===== src/rtl/ddr_wr_burst_sched.sv =====
// Write-side burst scheduler: drains a show-ahead FIFO into fixed-length AXI INCR write bursts
// over a linear frame buffer, one burst outstanding at a time.
module ddr_wr_burst_sched #(
    parameter int                DATA_W      = 64,
    parameter int                ADDR_W      = 28,
    parameter int                BURST_LEN   = 16,
    parameter logic [ADDR_W-1:0] BASE_ADDR   = '0,
    parameter int                FRAME_BEATS = 230400
) (
    input  logic              clk,
    input  logic              rst_n,
    input  logic              enable,
    input  logic              frame_start,
    input  logic              fifo_rd_vld,
    input  logic [DATA_W-1:0] fifo_rd_data,
    output logic              fifo_rd_en,
    output logic [ADDR_W-1:0] m_awaddr,
    output logic [7:0]        m_awlen,
    output logic              m_awvalid,
    input  logic              m_awready,
    output logic [DATA_W-1:0] m_wdata,
    output logic              m_wlast,
    output logic              m_wvalid,
    input  logic              m_wready,
    input  logic [1:0]        m_bresp,
    input  logic              m_bvalid,
    output logic              m_bready,
    output logic              busy,
    output logic              frame_done,
    output logic              err
);

    localparam int                FCNT_W      = $clog2(FRAME_BEATS + 1);
    localparam logic [7:0]        LAST_BEAT   = 8'(BURST_LEN - 1);
    localparam logic [ADDR_W-1:0] BURST_BYTES = ADDR_W'(BURST_LEN * DATA_W / 8);
    localparam logic [FCNT_W-1:0] FCNT_STEP   = FCNT_W'(BURST_LEN);
    localparam logic [FCNT_W-1:0] FCNT_LAST   = FCNT_W'(FRAME_BEATS - BURST_LEN);

    typedef enum logic [1:0] {
        S_IDLE,
        S_AW,
        S_W,
        S_B
    } state_t;

    state_t            state;
    state_t            state_nxt;
    logic [ADDR_W-1:0] addr;
    logic [7:0]        beat_cnt;
    logic [FCNT_W-1:0] frame_cnt;
    logic              frame_pend;

    assign m_awaddr   = addr;
    assign m_awlen    = LAST_BEAT;
    assign busy       = (state != S_IDLE);
    assign fifo_rd_en = m_wvalid & m_wready;

    // Channel outputs are gated by state so nothing leaks onto the bus outside its phase.
    always_comb begin
        state_nxt = state;
        m_awvalid = 1'b0;
        m_wvalid  = 1'b0;
        m_wlast   = 1'b0;
        m_wdata   = '0;
        m_bready  = 1'b0;
        case (state)
            S_IDLE: begin
                if (enable && fifo_rd_vld) state_nxt = S_AW;
            end
            S_AW: begin
                m_awvalid = 1'b1;
                if (m_awready) state_nxt = S_W;
            end
            S_W: begin
                m_wvalid = fifo_rd_vld;
                m_wdata  = fifo_rd_data;
                m_wlast  = (beat_cnt == LAST_BEAT);
                if (fifo_rd_vld && m_wready && m_wlast) state_nxt = S_B;
            end
            S_B: begin
                m_bready = 1'b1;
                if (m_bvalid) state_nxt = S_IDLE;
            end
            default: state_nxt = S_IDLE;
        endcase
    end

    always_ff @(posedge clk) begin
        if (!rst_n) begin
            state      <= S_IDLE;
            addr       <= BASE_ADDR;
            beat_cnt   <= '0;
            frame_cnt  <= '0;
            frame_pend <= 1'b0;
            frame_done <= 1'b0;
            err        <= 1'b0;
        end else begin
            state      <= state_nxt;
            frame_done <= 1'b0;
            // A frame restart requested mid-burst is deferred until the burst has retired.
            if (state != S_IDLE && frame_start) frame_pend <= 1'b1;
            case (state)
                S_IDLE: begin
                    if (frame_pend || frame_start) begin
                        addr       <= BASE_ADDR;
                        frame_cnt  <= '0;
                        frame_pend <= 1'b0;
                    end
                end
                S_AW: begin
                    if (m_awready) beat_cnt <= '0;
                end
                S_W: begin
                    if (fifo_rd_en) beat_cnt <= beat_cnt + 8'd1;
                end
                S_B: begin
                    if (m_bvalid) begin
                        err <= err | (m_bresp != 2'b00);
                        if (frame_cnt == FCNT_LAST) begin
                            frame_done <= 1'b1;
                            addr       <= BASE_ADDR;
                            frame_cnt  <= '0;
                        end else begin
                            addr      <= addr + BURST_BYTES;
                            frame_cnt <= frame_cnt + FCNT_STEP;
                        end
                    end
                end
                default: ;
            endcase
        end
    end

endmodule


===== config.mk =====
export PLATFORM = sky130hd
export DESIGN_NAME = ddr_wr_burst_sched
export DESIGN_NICKNAME = d
export VERILOG_FILES = /design/src/rtl/ddr_wr_burst_sched.sv
export SDC_FILE = /design/constraint.sdc
export NUM_CORES = 1
export LEC_CHECK = 0
export ABC_CLOCK_PERIOD_IN_PS = 2700
export CAP_MARGIN = 0
export CORE_ASPECT_RATIO = 1.1
export CORE_MARGIN = 3
export CORE_UTILIZATION = 39
export CTS_BUF_LIST = sky130_fd_sc_hd__clkbuf_8
export DETAILED_ROUTE_END_ITERATION = 6
export PLACE_DENSITY_LB_ADDON = 0.15
export SETUP_SLACK_MARGIN = 0.4
export SLEW_MARGIN = 40
export SYNTH_ARGS = -nofsm -noshare
export SYNTH_HDL_FRONTEND = slang
export SYNTH_SLANG_ARGS = --single-unit

===== constraint.sdc =====
create_clock -name clk -period 2.7 [get_ports clk]
set_clock_uncertainty 0.15 [all_clocks]
set_input_delay 0.54 -clock clk [delete_from_list [all_inputs] [get_ports clk]]
set_output_delay 0.54 -clock clk [all_outputs]
set_load 0.02 [all_outputs]

==> flow_metrics.tcl <==
set metrics [dict create \
    outcome "completed" \
    setup-violations-final 0 \
    path_clk_slew_ps 90 \
    cp_num_buf_inv 1 \
    cts_buffer_depth 2 \
    wl_per_cell_um 14.45 \
    powerDensity_nw_per_um2 588.6 \
    clock-root-buffer "clkbuf_8" \
    area_delta_synth_final_pct 65.79 \
    crit_family "simple AND/OR/NAND/NOR gates" \
    cts_buffers 5 \
    grt_max_degree 45 \
    rows 33 \
    maxCapViolations 0 \
    tightest_slew_ps 601.8 \
    async_flop_share_pct 0 \
    die_h_um 98.64 \
    final_area_um2 5045 \
    grt_pass1_vias 3134 \
    crit_chain "clkdlybuf4s50_1, nor3b_1, or4_4, or4b_1, a31oi_1" \
    max-slew-margin-rel_pct 59.80 \
    ys_types 50 \
    power_frac_seq_pct 26.2 \
    share_comb_of_total_power_pct 56.8 \
    final_max_slew_viol_count 0 \
    critPathMaxStageDelay_ps 550 \
    synth.yosys.seq_area_share_pct 31.58 \
    drt-initial-drc-count 84 \
    rsz0062_at_grt "true" \
    synth_common_cells "69 x and2_1, 48 x dfxtp_1, 23 x nor2_1, 21 x nand3_1, 20 x a21oi_1" \
    critPathArrivalTime_ps 2360 \
    cp_max_fo 3 \
    antenna_found_initial 0 \
    grt_overflow 0 \
    grt_pass1_wl_um 14740 \
    core_um2 7515 \
    grt_usage_pct 19.80 \
    hold_path_class "flip-flop to flip-flop" \
    yosys-top-cells-area "dfxtp_1 32%, and2_1 14%, nand4_1 3.9%" \
    switching_share_pct 40.48 \
    cts_tree "yes" \
    synthesis.area_um2 3043 \
    clk_latency_ps 300 \
    dpl_cell_area_um2 4782 \
    first_pass_iters 4 \
    drive_gt1_share_pct 19.30 \
    place_hpwl_um 7352 \
    yosysWarnings 0 \
    h-tree-depth 2 \
    setup.worst_path.class "input port to flip-flop" \
    min_period_ps 2274 \
    worst_slack_ps 426.2 \
    ant_nets 0 \
    antenna_cells 0 \
    place.gp.congestion 0.8218 \
    synth_area_leader_cell "dfxtp_1" \
    p_leak_nw 1.786 \
    port_buffers 166 \
    dieArea_um2 8899 \
    dp_cells 640 \
    ys_seq_elements 48 \
    final_cell_count_no_fill 649 \
    setup_tns_ps 0 \
    postCtsSetupBuffers 0 \
    vias 3276 \
    worstSetupStartpointType "input port" \
    clock-sinks 48 \
    route.detailed.vias_per_inst 5.048 \
    worstPathRequired_ps 2790 \
    die_w_um 90.22 \
    p_switching_mw 1.202 \
    critPathSlowestCell "or4_4" \
    synth_edf_count 0 \
    fin_crit_sh_pct 84.22 \
    totalWireLength_um 9377 \
    crit_path_end_kind "flip-flop" \
    yosysMostFrequentCell "and2_1" \
    ir_drop_v 0.0003137 \
    io_pins 182 \
    intPower_mw 1.767 \
    dpl_worst_slack_ps 58.28 \
    clockPowerShare_pct 17.0 \
    nets 625 \
    timing.fmax_mhz 439.8 \
    synthFlopType "dfxtp_1" \
    synth_cells 380 \
    drc 0 \
    start_util_pct 40.49 \
    synth_top_area_share_pct 31.58 \
    syn-mean-instance-area_um2 8.008 \
    finalHoldViolCount 0 \
]
==> layer usage <==
layer | GRT usage [%] | wire length, µm | vias to the layer above
met2 | 38.10 | 5013 | 125
li1 | - | - | 1636
met3 | 6.947 | 720 | 13
met1 | 20.95 | 3513 | 1502
met5 | 0 | 0 | -
met4 | 3.416 | 129 | 0
==> final timing paths <==
check / start / to / slack (ps) / cells after the start
worst max-delay path: frame_start / m_awaddr[17] / 430 / 5
worst min-delay path: frame_cnt[17] / frame_cnt[17] / 330 / 2
worst max register to register: state[1] / m_awaddr[17] / 450 / 5
worst min register to register: frame_cnt[17] / frame_cnt[17] / 330 / 2
==> cell type report <==
type	instances	area, µm²
clock buffer	5	68.82
clock inverter	3	38.79
fill	654	2470
inverter	13	48.80
multi-input combinational	298	1953
sequential	48	965.9
tap	105	131.4
timing repair buffer	177	1838
==> logic make-up after synthesis <==
logic type / synth area share (%)
AOI/OAI and AO/OA: 12.13
xor gates and xnor gates: 5.181
other: 0.2468
DFF: 31.58
buffers and inverters: 8.059
and+or+nand+nor: 37.58
adders and majority gates: 3.290
muxes: 1.932
==> stage by stage <==
| stage | total power [mW] | hold WS, ps | utilization (%) |
|---|---|---|---|
| 6_report | 2.969 | 331.3 | 67.13 |
| 5_1_grt | 3.155 | 358.4 | 67.13 |
| 2_1_floorplan | 1.742 | 297.6 | - |
| 4_1_cts | 2.895 | 337.2 | 66.20 |
| 3_3_place_gp | 2.429 | 301.1 | 63.64 |
| 3_5_place_dp | 2.445 | 319.2 | 63.64 |
==> power by group through the flow <==
| stage | clock network [mW] | logic [mW] | registers, mW |
|---|---|---|---|
| 2_1_floorplan | 0 | 0.960 | 0.782 |
| 3_3_place_gp | 0 | 1.65 | 0.782 |
| 3_5_place_dp | 0 | 1.66 | 0.784 |
| 4_1_cts | 0.518 | 1.61 | 0.771 |
| 5_1_grt | 0.548 | 1.82 | 0.782 |
| 6_report | 0.506 | 1.69 | 0.778 |
==> tightest hold or removal path, stage by stage (launching register included) <==
cell,delay [ps]
dfxtp_1,320
o31ai_1,60
a21oi_1,50
==> registers in the layout, summed over array words and instances, names as in the netlist <==
name,flops
frame_pend,1
beat_cnt,8
frame_done,1
state,2
m_awaddr,21
frame_cnt,14
err,1
==> cell usage in the layout (no fill, tap or decap), types with 3 or more instances in the layout <==
| cell | instances |
|---|---|
| nor2b_1 | 5 |
| o31ai_1 | 7 |
| clkdlybuf4s15_2 | 59 |
| xor2_1 | 6 |
| clkdlybuf4s15_1 | 3 |
| nor2_1 | 23 |
| mux2i_1 | 3 |
| clkbuf_8 | 5 |
| clkbuf_2 | 5 |
| and4_1 | 7 |
| or4_1 | 7 |
| xnor2_1 | 12 |
| nand4_1 | 19 |
| dfxtp_1 | 44 |
| or3_1 | 10 |
| a211oi_1 | 3 |
| clkdlybuf4s50_1 | 95 |
| nand3_1 | 21 |
| ha_1 | 4 |
| inv_1 | 12 |
| buf_4 | 8 |
| dfxtp_2 | 4 |
| nand2_1 | 15 |
| a21oi_1 | 19 |
| and2_1 | 69 |
| o21ai_0 | 11 |
| conb_1 | 15 |
| a31oi_1 | 3 |
==> what timing repair did <==
item / 4_1_cts / 5_1_grt
resized for setup: 200 / 24
gates cloned: 0 / 1
pin swaps: 0 / 1
endpoints found under the setup margin: 84 / 84
hold buffers: 0 / 0
Power figures use the tool's default switching activity.
